==> config.mk <==
export PLATFORM = sky130hd
export DESIGN_NAME = imem_loader
export DESIGN_NICKNAME = d
export VERILOG_FILES = /design/src/rtl/imem_loader.sv
export SDC_FILE = /design/constraint.sdc
export NUM_CORES = 1
export LEC_CHECK = 0
export BUFFER_PORTS_ARGS = -buffer_cell sky130_fd_sc_hd__buf_4
export CAP_MARGIN = 20
export CELL_PAD_IN_SITES_DETAIL_PLACEMENT = 0
export CELL_PAD_IN_SITES_GLOBAL_PLACEMENT = 1
export CORE_MARGIN = 2
export CORE_UTILIZATION = 45
export CTS_CLUSTER_SIZE = 16
export DETAILED_ROUTE_END_ITERATION = 7
export GPL_ROUTABILITY_DRIVEN = 0
export PLACE_DENSITY = 0.8
export RECOVER_POWER = 100
export SETUP_SLACK_MARGIN = 0.4
export SYNTH_ARGS = -nofsm -noshare
export SYNTH_HDL_FRONTEND = slang
export SYNTH_SLANG_ARGS = --single-unit
export TNS_END_PERCENT = 20
==> constraint.sdc <==
create_clock -name clk -period 3.8 [get_ports clk]
set_input_delay 0.76 -clock clk [delete_from_list [all_inputs] [get_ports clk]]
set_output_delay 0.76 -clock clk [all_outputs]
set_load 0.1 [all_outputs]
==> src/rtl/imem_loader.sv <==
// rtl/imem_loader.sv - byte-stream instruction memory loader with core reset control
module imem_loader #(
    parameter int          DEPTH     = 256,
    parameter logic [31:0] BASE_ADDR = 32'h0000_0000
) (
    input  logic        clk,
    input  logic        rst,
    input  logic        start,
    input  logic [7:0]  in_byte,
    input  logic        in_valid,
    output logic        in_ready,
    output logic        we,
    output logic [31:0] waddr,
    output logic [31:0] wdata,
    output logic        busy,
    output logic        done,
    output logic        err,
    output logic        cpu_rst
);

    localparam int IW = $clog2(DEPTH) + 1;

    typedef enum logic [2:0] {
        IDLE,
        HDR,
        DATA,
        WRITE,
        DONE,
        ERR
    } state_t;

    state_t        state;
    logic [1:0]    byte_cnt;
    logic [IW-1:0] idx;
    logic [31:0]   shreg;
    logic [31:0]   word_cnt;

    logic          accept;
    logic [31:0]   next_word;
    logic [IW-1:0] idx_next;

    // Bytes arrive least-significant first, so each new byte enters at the top
    assign accept    = in_valid & in_ready;
    assign next_word = {in_byte, shreg[31:8]};
    assign idx_next  = idx + IW'(1);

    // Load sequencer: header word count, then data words, one write pulse each
    always_ff @(posedge clk) begin
        if (!rst) begin
            state    <= IDLE;
            byte_cnt <= 2'd0;
            idx      <= '0;
            shreg    <= 32'd0;
            word_cnt <= 32'd0;
            in_ready <= 1'b0;
            we       <= 1'b0;
            waddr    <= 32'd0;
            wdata    <= 32'd0;
            busy     <= 1'b0;
            done     <= 1'b0;
            err      <= 1'b0;
            cpu_rst  <= 1'b0;
        end else begin
            we <= 1'b0;
            case (state)
                IDLE, DONE, ERR: begin
                    if (start) begin
                        state    <= HDR;
                        byte_cnt <= 2'd0;
                        idx      <= '0;
                        in_ready <= 1'b1;
                        busy     <= 1'b1;
                        done     <= 1'b0;
                        err      <= 1'b0;
                        cpu_rst  <= 1'b0;
                    end
                end
                HDR: begin
                    if (accept) begin
                        shreg    <= next_word;
                        byte_cnt <= byte_cnt + 2'd1;
                        if (byte_cnt == 2'd3) begin
                            word_cnt <= next_word;
                            if (next_word == 32'd0) begin
                                state    <= DONE;
                                in_ready <= 1'b0;
                                busy     <= 1'b0;
                                done     <= 1'b1;
                                cpu_rst  <= 1'b1;
                            end else if (next_word > 32'(DEPTH)) begin
                                state    <= ERR;
                                in_ready <= 1'b0;
                                busy     <= 1'b0;
                                err      <= 1'b1;
                            end else begin
                                state <= DATA;
                            end
                        end
                    end
                end
                DATA: begin
                    if (accept) begin
                        shreg    <= next_word;
                        byte_cnt <= byte_cnt + 2'd1;
                        if (byte_cnt == 2'd3) begin
                            state    <= WRITE;
                            in_ready <= 1'b0;
                            we       <= 1'b1;
                            wdata    <= next_word;
                            waddr    <= BASE_ADDR + (32'(idx) << 2);
                        end
                    end
                end
                WRITE: begin
                    idx <= idx_next;
                    if (32'(idx_next) == word_cnt) begin
                        state   <= DONE;
                        busy    <= 1'b0;
                        done    <= 1'b1;
                        cpu_rst <= 1'b1;
                    end else begin
                        state    <= DATA;
                        in_ready <= 1'b1;
                    end
                end
                default: begin
                    state    <= IDLE;
                    in_ready <= 1'b0;
                    busy     <= 1'b0;
                end
            endcase
        end
    end

endmodule
==> impl_metrics.tcl <==
set metrics [dict create \
    status "finished, violations left" \
    failed_checks "capacitance limit, slew limit" \
    num_vias 4422 \
    synth_top_family_by_area "simple AND/OR/NAND/NOR gates" \
    synth_most_common_cell "nand2_1" \
    yosys_warnings 0 \
    numCtsBuffers 17 \
    p_int_mw 2.427 \
    period_minus_slack_ns 2.827 \
    dieArea_um2 12600 \
    fin_ws_ns 0.9729 \
    core_um2 11420 \
    synthArstFlopShare_pct 0 \
    combPwrFrac_pct 6.1 \
    antenna_found_initial 0 \
    yosys.area_share.simple_pct 26.09 \
    routed_wl_um 12720 \
    critical_path_required_ns 4.14 \
    clkPwrFrac_pct 55.2 \
    antenna_cells 0 \
    hold_path_class "reg -> reg" \
    grt.busiest_layer "met2" \
    synthTopCellsByArea "dfxtp_1, nand2_1, a21boi_0" \
    synth.area.mux_share_pct 0.1898 \
    wire_per_inst_um 15.16 \
    end_kind "flop" \
    power_leakage_nw 2.104 \
    grt_max_degree 61 \
    area_growth_pct 15.58 \
    post-cts-setup-buffers 0 \
    reg2reg_depth 6 \
    setup_tns_ns 0 \
    synth_xor_area_share_pct 2.158 \
    std_cell_rows 39 \
    cts_resized 0 \
    die_h_um 112.3 \
    setup_viol 0 \
    max_cap_viol_count 1 \
    cts_buffer_depth 2 \
    ctsHoldBuffers 0 \
    relSlewSlack_pct -37.91 \
    ant_nets 0 \
    fmax_mhz 353.7 \
    ys_seq_area_share_pct 44.02 \
    arrival_ns 3.17 \
    grt_first_pass_wirelength_um 20910 \
    synth_top_cell_by_area "dfxtp_1" \
    cp-endpoint "idx[7]" \
    worstSetupStartpoint "rst" \
    yosysUniqueCellTypes 56 \
    synth_edf_count 0 \
    fin_skew_ns 0.008008 \
    grt_pass1_vias 4199 \
    grt_remaining_overflow 0 \
    place_hpwl_um 8541 \
    netlist_top_cells_count "nand2_1, dfxtp_1, a21boi_0, clkbuf_1, buf_4" \
    clk_pin_slew_ns 0.06 \
    initialDrtViolationCount 229 \
    clock_latency_ns 0.42 \
    pwr-share-seq_pct 38.7 \
    drc 0 \
    grt_use_met3_pct 5.454 \
    syn_area_um2 5275 \
    fillers 1110 \
    tightestPinTransition_ns 2.069 \
    initial_utilization_pct 46.20 \
    netlist.area_leader.share_pct 44.02 \
    cts.sinks 116 \
    reg2reg_slack_ns 1.25 \
    drive_gt1_share_pct 8.333 \
    drv_slew 61 \
    power.total_mw 3.184 \
    cts_tree "yes" \
    worstReg2RegEnd "cpu_rst" \
    synth_ff_type "dfxtp_1" \
    place_ws_ns 1.338 \
    crit_fanout 60 \
    power_density_nw_per_um2 522.2 \
    path_class "in -> reg" \
    htreeDepth 4 \
    boundaryPins 82 \
    yosys_register_bits 116 \
    synthAdderAreaFrac_pct 0.4744 \
    final_nets 697 \
    via_per_inst 5.271 \
    grt.total_usage_pct 20.75 \
    met2_usage_pct 34.86 \
    finalHoldViolCount 0 \
    period_share_pct 74.40 \
    portBuffers 58 \
    use_met1_pct 24.81 \
    synth_area_per_cell_um2 8.153 \
    syn_inst 647 \
    cts-root-buf "clkbuf_16" \
    swShare_pct 23.76 \
    r2r-start "state[1]" \
    dieWidth_um 112.3 \
    dr.pass1.iters 4 \
    ir_drop_mv 0.3639 \
    rsz0062_at_grt "no" \
    synth_compound_area_share_pct 19.47 \
    p_switching_mw 0.7566 \
    start_kind "input pin" \
]
-- per-stage QoR --
step / utilization (%) / cells / cell area [um^2] / hold WS (ns)
floorplan: - / 669 / 5358 / 0.4474
global placement: 49.34 / 807 / 5634 / 0.4523
detailed placement: 49.34 / 807 / 5634 / 0.4610
CTS: 55.06 / 839 / 6287 / 0.4683
global route: 53.40 / 839 / 6097 / 0.4831
finish: 53.40 / 839 / 6097 / 0.4640
-- worst min path at each step --
stage                     slack (ns)           end  depth (start not counted)          from
after floorplan                 0.45  word_cnt[31]                          2  word_cnt[31]
after global placement          0.45     waddr[10]                          2     waddr[10]
after detailed placement        0.46      waddr[4]                          2      waddr[4]
after CTS                       0.47      waddr[4]                          2      waddr[4]
after global routing            0.48     wdata[30]                          2     wdata[30]
final                           0.46      wdata[1]                          2      wdata[1]
-- critical path: stages --
cell      delay [ns]
buf_4           0.40
clkbuf_1        1.54
o21ai_0         0.25
a21oi_1         0.20
-- sequential cells by signal, summed over array words and instances, names as in the netlist, 2 cells and up --
name,count
byte_cnt,2
word_cnt,32
wdata,32
waddr,9
shreg,24
idx,9
state,3
-- layout by cell type, fill, tap and decap left out, types with 2 or more instances in the layout --
cell,count
a21boi_0,103
a21oi_1,8
a31oi_1,4
and2_0,3
and3_1,3
buf_4,13
bufinv_16,5
clkbuf_1,50
clkbuf_16,17
clkinv_2,2
clkinv_4,3
clkinvlp_4,2
conb_1,23
dfxtp_1,116
ha_1,2
inv_1,4
inv_6,3
nand2_1,210
nand2b_1,6
nand3_1,7
nand3b_1,2
nand4_1,7
nor2_1,15
nor2b_1,4
nor3_1,6
nor4_1,18
nor4_4,2
o211ai_1,2
o21ai_0,8
o21ai_1,2
or2_2,2
or3_1,5
xnor2_1,8
xor2_1,5
-- layout make-up --
class                      instances  area (um^2)  area share (%)
timing repair buffer              63        285.3           4.679
tap                              143        178.9           2.935
sequential                       116         2322           38.09
multi-input combinational        481         2643           43.34
inverter                           4        15.01          0.2463
clock inverter                    15        227.7           3.735
clock buffer                      17        425.4           6.977
-- per-layer routing --
layer  share of wire (%)  up-vias
met5                   0        -
met1                  44     2096
met4                 2.7        0
met2                  49      103
met3                 3.9       22
li1                    -     2201
-- cell families after synthesis --
logic type	Yosys count
other	1
buffers and inverters	72
XOR/XNOR	13
flip-flops	116
AO/OA/AOI/OAI	141
multiplexers	1
AND/OR/NAND/NOR	301
adder cells (fa/ha/maj)	2
-- power by group through the flow --
| stage | Sequential [mW] | Clock, mW | Combinational, mW |
|---|---|---|---|
| floorplan | 1.27 | 0 | 0.178 |
| global placement | 1.26 | 0 | 0.196 |
| detailed placement | 1.26 | 0 | 0.197 |
| CTS | 1.23 | 1.78 | 0.197 |
| global route | 1.23 | 1.84 | 0.204 |
| finish | 1.23 | 1.76 | 0.195 |
Note: power is estimated with default switching activity, not from simulation.
